[src/rtl/bridge_pkg.sv]
// Shared constants and FSM state type for the valid/ready to req/ack bridge.
package bridge_pkg;

  localparam int unsigned BRIDGE_WIDTH = 32'd8;
  localparam int unsigned BRIDGE_DEPTH = 32'd4;

  typedef enum logic [1:0] {
    ST_IDLE    = 2'd0,
    ST_REQ     = 2'd1,
    ST_RELEASE = 2'd2
  } bridge_state_e;

endpackage

[src/rtl/sync_fifo.sv]
// Single-clock FIFO with a combinational head read; DEPTH must be a power of two.
module sync_fifo
  import bridge_pkg::*;
#(
  parameter int unsigned WIDTH = BRIDGE_WIDTH,
  parameter int unsigned DEPTH = BRIDGE_DEPTH
) (
  input  logic                     clk,
  input  logic                     rst,
  input  logic                     push,
  input  logic                     pop,
  input  logic [WIDTH-1:0]         din,
  output logic [WIDTH-1:0]         dout,
  output logic                     full,
  output logic                     empty,
  output logic [$clog2(DEPTH):0]   count
);

  localparam int unsigned AW = $clog2(DEPTH);
  localparam int unsigned CW = AW + 1;
  localparam logic [AW-1:0] PTR_ONE = AW'(1);
  localparam logic [CW-1:0] CNT_ONE = CW'(1);
  localparam logic [CW-1:0] CNT_FULL = CW'(DEPTH);

  logic [WIDTH-1:0] mem_r [DEPTH];
  logic [AW-1:0]    wr_ptr_r;
  logic [AW-1:0]    rd_ptr_r;
  logic [CW-1:0]    count_r;
  logic             full_s;
  logic             empty_s;
  logic             do_push_s;
  logic             do_pop_s;

  assign full_s    = (count_r == CNT_FULL);
  assign empty_s   = (count_r == CW'(0));
  // Guards keep a misbehaving caller from overwriting or underflowing.
  assign do_push_s = push & ~full_s;
  assign do_pop_s  = pop & ~empty_s;

  // Pointer and occupancy update; pointers wrap naturally at DEPTH.
  always_ff @(posedge clk) begin
    if (rst) begin
      wr_ptr_r <= AW'(0);
      rd_ptr_r <= AW'(0);
      count_r  <= CW'(0);
    end else begin
      if (do_push_s) begin
        wr_ptr_r <= wr_ptr_r + PTR_ONE;
      end
      if (do_pop_s) begin
        rd_ptr_r <= rd_ptr_r + PTR_ONE;
      end
      case ({do_push_s, do_pop_s})
        2'b10:   count_r <= count_r + CNT_ONE;
        2'b01:   count_r <= count_r - CNT_ONE;
        default: count_r <= count_r;
      endcase
    end
  end

  // Storage write; contents are don't-care until a push lands.
  always_ff @(posedge clk) begin
    if (do_push_s) begin
      mem_r[wr_ptr_r] <= din;
    end
  end

  assign dout  = mem_r[rd_ptr_r];
  assign full  = full_s;
  assign empty = empty_s;
  assign count = count_r;

endmodule

[src/rtl/valid_req_bridge.sv]
// Buffers valid/ready words and forwards each one with a four-phase req/ack handshake.
module valid_req_bridge
  import bridge_pkg::*;
#(
  parameter int unsigned WIDTH = BRIDGE_WIDTH,
  parameter int unsigned DEPTH = BRIDGE_DEPTH
) (
  input  logic             clk,
  input  logic             rst,
  input  logic             en,
  input  logic             valid,
  input  logic [WIDTH-1:0] data_in,
  output logic             ready,
  output logic             req,
  input  logic             ack,
  output logic [WIDTH-1:0] data_out
);

  localparam int unsigned CW = $clog2(DEPTH) + 1;

  bridge_state_e    state_r;
  logic             req_r;
  logic [WIDTH-1:0] data_out_r;

  logic             ready_s;
  logic             push_s;
  logic             pop_s;
  logic             start_s;
  logic [WIDTH-1:0] fifo_head_s;
  logic             fifo_full_s;
  logic             fifo_empty_s;
  logic [CW-1:0]    fifo_count_s;

  sync_fifo #(
    .WIDTH (WIDTH),
    .DEPTH (DEPTH)
  ) u_fifo (
    .clk   (clk),
    .rst   (rst),
    .push  (push_s),
    .pop   (pop_s),
    .din   (data_in),
    .dout  (fifo_head_s),
    .full  (fifo_full_s),
    .empty (fifo_empty_s),
    .count (fifo_count_s)
  );

  // The count bound backs up the full flag so a corrupted flag cannot admit a word.
  assign ready_s = en & ~rst & ~fifo_full_s & (fifo_count_s < CW'(DEPTH));
  assign push_s  = valid & ready_s;
  assign pop_s   = (state_r == ST_REQ) & ack;
  assign start_s = en & ~fifo_empty_s & ~ack;

  // Downstream handshake sequencer; req and data_out are registered.
  always_ff @(posedge clk) begin
    if (rst) begin
      state_r    <= ST_IDLE;
      req_r      <= 1'b0;
      data_out_r <= {WIDTH{1'b0}};
    end else begin
      case (state_r)
        ST_IDLE: begin
          if (start_s) begin
            data_out_r <= fifo_head_s;
            req_r      <= 1'b1;
            state_r    <= ST_REQ;
          end else begin
            req_r      <= 1'b0;
          end
        end
        ST_REQ: begin
          if (ack) begin
            req_r   <= 1'b0;
            state_r <= ST_RELEASE;
          end else begin
            req_r   <= 1'b1;
          end
        end
        ST_RELEASE: begin
          req_r <= 1'b0;
          if (!ack) begin
            state_r <= ST_IDLE;
          end else begin
            state_r <= ST_RELEASE;
          end
        end
        default: begin
          state_r <= ST_IDLE;
          req_r   <= 1'b0;
        end
      endcase
    end
  end

  assign ready    = ready_s;
  assign req      = req_r;
  assign data_out = data_out_r;

endmodule

[config.mk]
export PLATFORM = sky130hd
export DESIGN_NAME = valid_req_bridge
export DESIGN_NICKNAME = d
export VERILOG_FILES = /design/src/rtl/bridge_pkg.sv /design/src/rtl/sync_fifo.sv /design/src/rtl/valid_req_bridge.sv
export SDC_FILE = /design/constraint.sdc
export NUM_CORES = 1
export LEC_CHECK = 0
export CAP_MARGIN = 20
export CELL_PAD_IN_SITES_DETAIL_PLACEMENT = 0
export CELL_PAD_IN_SITES_GLOBAL_PLACEMENT = 2
export CORE_UTILIZATION = 36
export DETAILED_ROUTE_END_ITERATION = 10
export HOLD_SLACK_MARGIN = 0.12
export PLACE_DENSITY_LB_ADDON = 0.1
export SYNTH_ARGS = -nofsm -noshare
export SYNTH_HDL_FRONTEND = slang
export SYNTH_HIERARCHICAL = 1
export SYNTH_SLANG_ARGS = --single-unit
[constraint.sdc]
create_clock -name clk -period 2.5 [get_ports clk]
set_clock_uncertainty 0.2 [all_clocks]
set_input_delay 0.25 -clock clk [delete_from_list [all_inputs] [get_ports clk]]
set_output_delay 0.25 -clock clk [all_outputs]
set_load 0.02 [all_outputs]
# --- Word level (Yosys, flattened, before mapping) ---
# Memory sizes are Yosys's and may differ from the RTL's. A register that Yosys moved wholly into a read port is not among the register bits.
# Index checks and enable logic that the tools add are counted.
classes:
  n_addsub: 4
  magnitude_cmp: 1
  n_eq_ne: 7
  n_mux: 10
  n_bitwise: 13
  n_reduce_logical: 5
ops:
  columns: ["op", "n"]
  rows:
  - ["AND 1 bit", 9]
  - ["two-way mux 2 bit", 3]
  - ["case mux 2 bit (3 select lines)", 1]
  - ["case mux 3 bit (2 select lines)", 1]
  - ["adder 2 x 1 -> 2 bit, second input constant", 2]
  - ["equality test 2 x 1 -> 1 bit, second input constant", 2]
  - ["equality test 2 bit, second input constant", 2]
  - ["two-way mux 1 bit", 4]
  - ["!= test 2 bit, second input constant", 2]
  - ["NOT 1 bit", 4]
  - ["AND reduction 2 bit", 2]
  - ["adder 3 x 1 -> 3 bit, second input constant", 1]
  - ["equality test 3 bit, second input constant", 1]
  - ["zero test 3 bit", 1]
  - ["less-than comparator 3 bit, second input constant", 1]
  - ["subtractor 3 x 1 -> 3 bit, second input constant", 1]
  - ["zero test 2 bit", 1]
  - ["case mux 1 bit (2 select lines)", 1]
  - ["nonzero test 2 bit", 1]
totals:
  register_bits: 10
  mem_bits_rw: 32
  in_bits: 13
  output_inout_bits: 10
  memories: 1
memory_table:
  columns: ["name", "depth", "word_bits", "read_ports", "rd_ports_with_merged_regs", "wr", "line_no", "source"]
  rows:
  - ["u_fifo.mem_r", 4, 8, 1, 1, 1, "sync_fifo.sv:25", "logic [WIDTH-1:0] mem_r [DEPTH];"]

# --- Depth between registers and ports, before layout ---
depth:
  word_depth: 8
  mapped_depth: 12
  depth_no_buf: 12

# --- Hierarchy ---
# Netlist, hierarchy kept.
by_module_without_submodules:
  columns: ["mod", "n_inst", "cells_per_inst", "area_each_um2", "seq_area_each_um2"]
  rows:
  - ["sync_fifo", 1, 96, 1635.3, 1141.1]
  - ["valid_req_bridge", 1, 48, 523.0, 220.2]

# --- Worst setup path after synthesis ---
# Ideal clock, no wire load.
synth_timing:
  path_type: "reg2reg"
  from: "reg u_fifo.count_r[2] (netlist: u_fifo/count[2])"
  to: "reg u_fifo.count_r[2] (netlist: u_fifo/count[2])"
  setup_time_ns: 0.070
  arrival_time_ns: 2.515
  required_time_ns: 2.230
  setup_slack_ns: -0.285
  path_stages_with_launch: 13
  n_path_buf: 0
  cell_sequence: "dfxtp_1 -> nor3b_2 -> nor4b_2 -> and2_1 -> inv_1 -> nor2_1 -> inv_1 -> ha_1 -> inv_1 -> fa_1 -> xor2_1 -> or3_1 -> a21oi_1"
synth_between:
  elab_chain_len: 8
  elab_cells_between_ends: 16
synth_lines:
  columns: ["element", "line_no", "source"]
  rows:
  - ["start, declared", "sync_fifo.sv:28", "logic [CW-1:0] count_r;"]
  - ["start signal, assigned", "sync_fifo.sv:54", "2'b10: count_r <= count_r + CNT_ONE;"]
  - ["start signal, assigned", "sync_fifo.sv:55", "2'b01: count_r <= count_r - CNT_ONE;"]
  - ["start signal, assigned", "sync_fifo.sv:56", "default: count_r <= count_r;"]
  - ["equality test 3 bit (*)", "sync_fifo.sv:34", "assign full_s = (count_r == CNT_FULL);"]
  - ["net fifo_full_s", "valid_req_bridge.sv:30", "logic fifo_full_s;"]
  - ["NOT 1 bit (*)", "valid_req_bridge.sv:50", "assign ready_s = en & ~rst & ~fifo_full_s & (fifo_count_s < CW'(DEPTH));"]
  - ["AND 1 bit (*) (2 in series)", "valid_req_bridge.sv:50", null]
  - ["net ready", "valid_req_bridge.sv:13", "output logic ready,"]
  - ["AND 1 bit (*)", "valid_req_bridge.sv:51", "assign push_s = valid & ready_s;"]
  - ["net push_s", "valid_req_bridge.sv:26", "logic push_s;"]
  - ["AND 1 bit (*)", "sync_fifo.sv:37", "assign do_push_s = push & ~full_s;"]
  - ["equality test 2 x 1 -> 1 bit / equality test 2 bit (equally long branches)", "sync_fifo.sv:53", "case ({do_push_s, do_pop_s})"]
  - ["case mux 3 bit (2 select lines) / nonzero test 2 bit (equally long branches)", null, null]
# The timed path passes the listed nets; every way through them passes the cells marked *.
# A chain may end at the register's enable or synchronous reset.

# --- Final worst setup path ---
layout_timing:
  from: "reg u_fifo.count_r[1] (netlist: u_fifo/count[1])"
  to: "reg u_fifo.count_r[2] (netlist: u_fifo/count[2])"
layout_between:
  elab_chain_len: 8
  elab_cells_between_ends: 16
layout_lines:
  columns: ["element", "line_no"]
  rows:
  - ["equality test 3 bit (*)", "sync_fifo.sv:34"]
  - ["net fifo_full_s", "valid_req_bridge.sv:30"]
  - ["NOT 1 bit (*)", "valid_req_bridge.sv:50"]
  - ["AND 1 bit (*) (2 in series)", "valid_req_bridge.sv:50"]
  - ["AND 1 bit (*)", "valid_req_bridge.sv:51"]
  - ["net push_s", "valid_req_bridge.sv:26"]
  - ["AND 1 bit (*)", "sync_fifo.sv:37"]
  - ["equality test 2 x 1 -> 1 bit / equality test 2 bit (equally long branches)", "sync_fifo.sv:53"]
  - ["case mux 3 bit (2 select lines) / nonzero test 2 bit (equally long branches)", null]
# Marked as above.

==> results.cfg <==
[worst_setup_path]
worstSetupStartpoint = u_fifo/count[1]
r2r_cells = 12
required_ns = 2.54
crit_end = u_fifo/count[2]
r2r_start = u_fifo/count[1]
worst_r2r_endpoint = u_fifo/count[2]
endpoint_kind = flip-flop
path_class = reg2reg
path_max_fanout = 5
r2r_slack_ns = 0.12
startpoint_type = flip-flop
crit_arrival_ns = 2.42

[finish]
area_growth_pct = 26.4
stdcell_area_um2 = 2730
antenna_cells = 0
layout-drive-gt1-share_pct = 26.9
nets = 204

[global_routing]
gr-total-overflow = 0
grt_util_met2_pct = 21.1
grt_busiest_layer = met2
antenna_found_initial = 0
track_usage_pct = 13.3
grt_start_max_net_pins = 29
first_global_vias = 1209
met1_usage_pct = 17.9
grt_pass1_wl_um = 6180
grt_use_met3_pct = 3.54

[synthesis]
synthTopCellsByArea = edfxtp_1 45%, dfxtp_1 19%, mux4_2 8.3%, nand2b_1 5.5%, mux2i_1 4.2%
syn_inst = 144
syn-num-nets = 163
syn_avg_cell_area_um2 = 15.0
ys_seq_area_share_pct = 63.1
synth_largest_area_cell = edfxtp_1
synth_area_um2 = 2160
synth_top_area_share_pct = 44.5
synth_warnings = 6
synth_cell_types = 28
ys_ff_latch = 52

[placement]
pre_cts_slack_ns = -0.150
io_buffer_count = 22
hpwl_um = 2640
gp_congestion = 0.697
placed_cell_area_um2 = 2610

[timing]
rsz0062_at_grt = no
finalWorstSetupSlack_ns = 0.116
max_slew_margin_pct = 60.3
worstMarginPinSlew_ns = 0.594
hold_violations = 0
fin_crit_ns = 2.38
drv_slew = 0
fmax_mhz = 419
setup_violations = 0
min_period_over_period_pct = 95.4

[job]
drv_cap = 0

[floorplanning]
die_h_um = 79.4
io_pins = 23
start_util_pct = 38.3
die-area_um2 = 6310
die_w_um = 79.4
coreArea_um2 = 5640
row_count = 27

[route]
drtIter0Drc = 50
ant_nets = 0
wl_um = 3740
drt_pass1_iterations = 4
drcViolationCount = 0
avgViaCountPerCell = 4.69
post_drt_wl_per_cell_um = 14.5
vias = 1211

[cts]
clock-root-buffer = clkbuf_8
clock-sinks = 52
cts_tree = yes
cts_made_buffers = 5
clockBufferDepth = 2
h-tree-depth = 2
clkLatencyLatePin_ns = 0.31
cts.clk_slew.worst_paths_ns = 0.10

[pwr]
powerDensity_nw_per_um2 = 561
leakagePower_nw = 0.929
vdd_drop_max_uv = 319

[hold_path]
hp-class = reg2reg

[run_status]
status = completed
worst max-delay path: stages, from the launching register on:
cell     delay, ns
dfxtp_2       0.37
nor3b_4       0.24
nor4b_4       0.08
and2_1        0.15
inv_2         0.07
nor2_4        0.04
inv_2         0.05
ha_4          0.12
inv_2         0.04
fa_2          0.35
xor2_1        0.15
or3_1         0.33
a21oi_2       0.12
synthesized netlist by cell type:
| cell | n |
|---|---|
| buf_6 | 1 |
| o31ai_2 | 1 |
| or3_1 | 3 |
| and2_1 | 5 |
| nand2_1 | 1 |
| xnor2_1 | 1 |
| xor2_1 | 3 |
| nor4_4 | 1 |
| inv_1 | 8 |
| buf_1 | 2 |
| mux4_2 | 8 |
| buf_2 | 2 |
| nor3_2 | 1 |
| edfxtp_1 | 32 |
| nor4b_2 | 1 |
| a21oi_1 | 4 |
| o21ai_0 | 3 |
| nor2_1 | 6 |
| mux2i_1 | 9 |
| and3b_2 | 1 |
| dfxtp_1 | 20 |
| nor3b_2 | 1 |
| ha_1 | 5 |
| nand2b_1 | 19 |
| clkbuf_1 | 1 |
| o21ba_1 | 2 |
| fa_1 | 1 |
| nor3b_1 | 2 |
how the worst min path moves through the flow:
stage | start | to | cells after the start
floorplan | data_in[0] | u_fifo/mem_r[0][0] | 0
global placement | data_out[6] | data_out[6] | 2
detailed placement | data_out[6] | data_out[6] | 2
CTS | data_out[6] | data_out[6] | 2
global route | data_out[5] | data_out[5] | 2
finish | data_out[6] | data_out[6] | 2
sequential cells by signal (all words and copies together) (netlist names), named ones only:
| signal | flops |
|---|---|
| u_fifo/wr_ptr_r | 2 |
| u_fifo/count | 3 |
| u_fifo/mem_r | 32 |
| data_out | 8 |
| u_fifo/rd_ptr_r | 2 |
| state_r | 2 |
| req | 1 |
cell type report:
| type | count | area [um^2] |
|---|---|---|
| flip-flops and latches | 52 | 1370 |
| clock buffers | 5 | 68.8 |
| well taps | 72 | 90.1 |
| fillers | 483 | 2910 |
| inverters | 8 | 30.0 |
| clock inverters | 3 | 28.8 |
| multi-input cells | 78 | 776 |
| repair buffers | 40 | 368 |
where the power goes:
group	switching [W]	leakage, nW	total, W	internal [W]
Sequential	0.00000565	0.452	0.000924	0.000918
Combinational	0.0000428	0.426	0.0000973	0.0000545
Clock	0.000298	0.0511	0.000510	0.000212
Total	0.000347	0.929	0.00153	0.00118
per-stage QoR:
stage           TNS, ns  hold WS (ns)  std cells  power, W  util, %
3_5_place_dp     -0.212         0.260        249   0.00104     46.3
4_1_cts               0         0.280        257   0.00155     48.0
5_1_grt               0         0.301        258   0.00161     48.4
3_3_place_gp    -0.0541         0.259        249   0.00104     46.3
2_1_floorplan  -0.00116         0.149        144  0.000988        -
6_report              0         0.278        258   0.00153     48.4
layer usage:
layer	wire length [um]	vias up
met5	0	-
met4	41	0
met3	129	5
met2	1760	21
met1	1800	586
li1	-	599
repair_timing:
action / CTS / global route
hold buffers: 0 / 0
setup buffers: 0 / 1
gates resized for setup: 0 / 3
endpoints found under the setup margin: 0 / 1
cell usage in the layout, fill, tap and decap left out, types with 4 or more instances in the layout:
cell type | netlist | final
buf_4 | 0 | 17
dfxtp_1 | 20 | 17
edfxtp_1 | 32 | 32
clkbuf_8 | 0 | 5
and2_1 | 5 | 5
mux2i_1 | 9 | 9
nor2_1 | 6 | 5
mux4_2 | 8 | 8
ha_1 | 5 | 4
clkdlybuf4s50_1 | 0 | 22
nand2b_1 | 19 | 19
inv_1 | 8 | 5
kinds of logic (layout without fill, tap and decap cells):
| group | count (synthesis) | in the layout | share of synthesized area [%] |
|---|---|---|---|
| fa+ha+maj | 6 | 6 | 3.83 |
| mux | 17 | 17 | 12.5 |
| compound gates | 10 | 10 | 3.13 |
| simple gates | 41 | 41 | 12.9 |
| xor+xnor | 4 | 4 | 1.62 |
| buf+inv | 14 | 56 | 2.90 |
| flops | 52 | 52 | 63.1 |
Power figures use the tool's default switching activity.
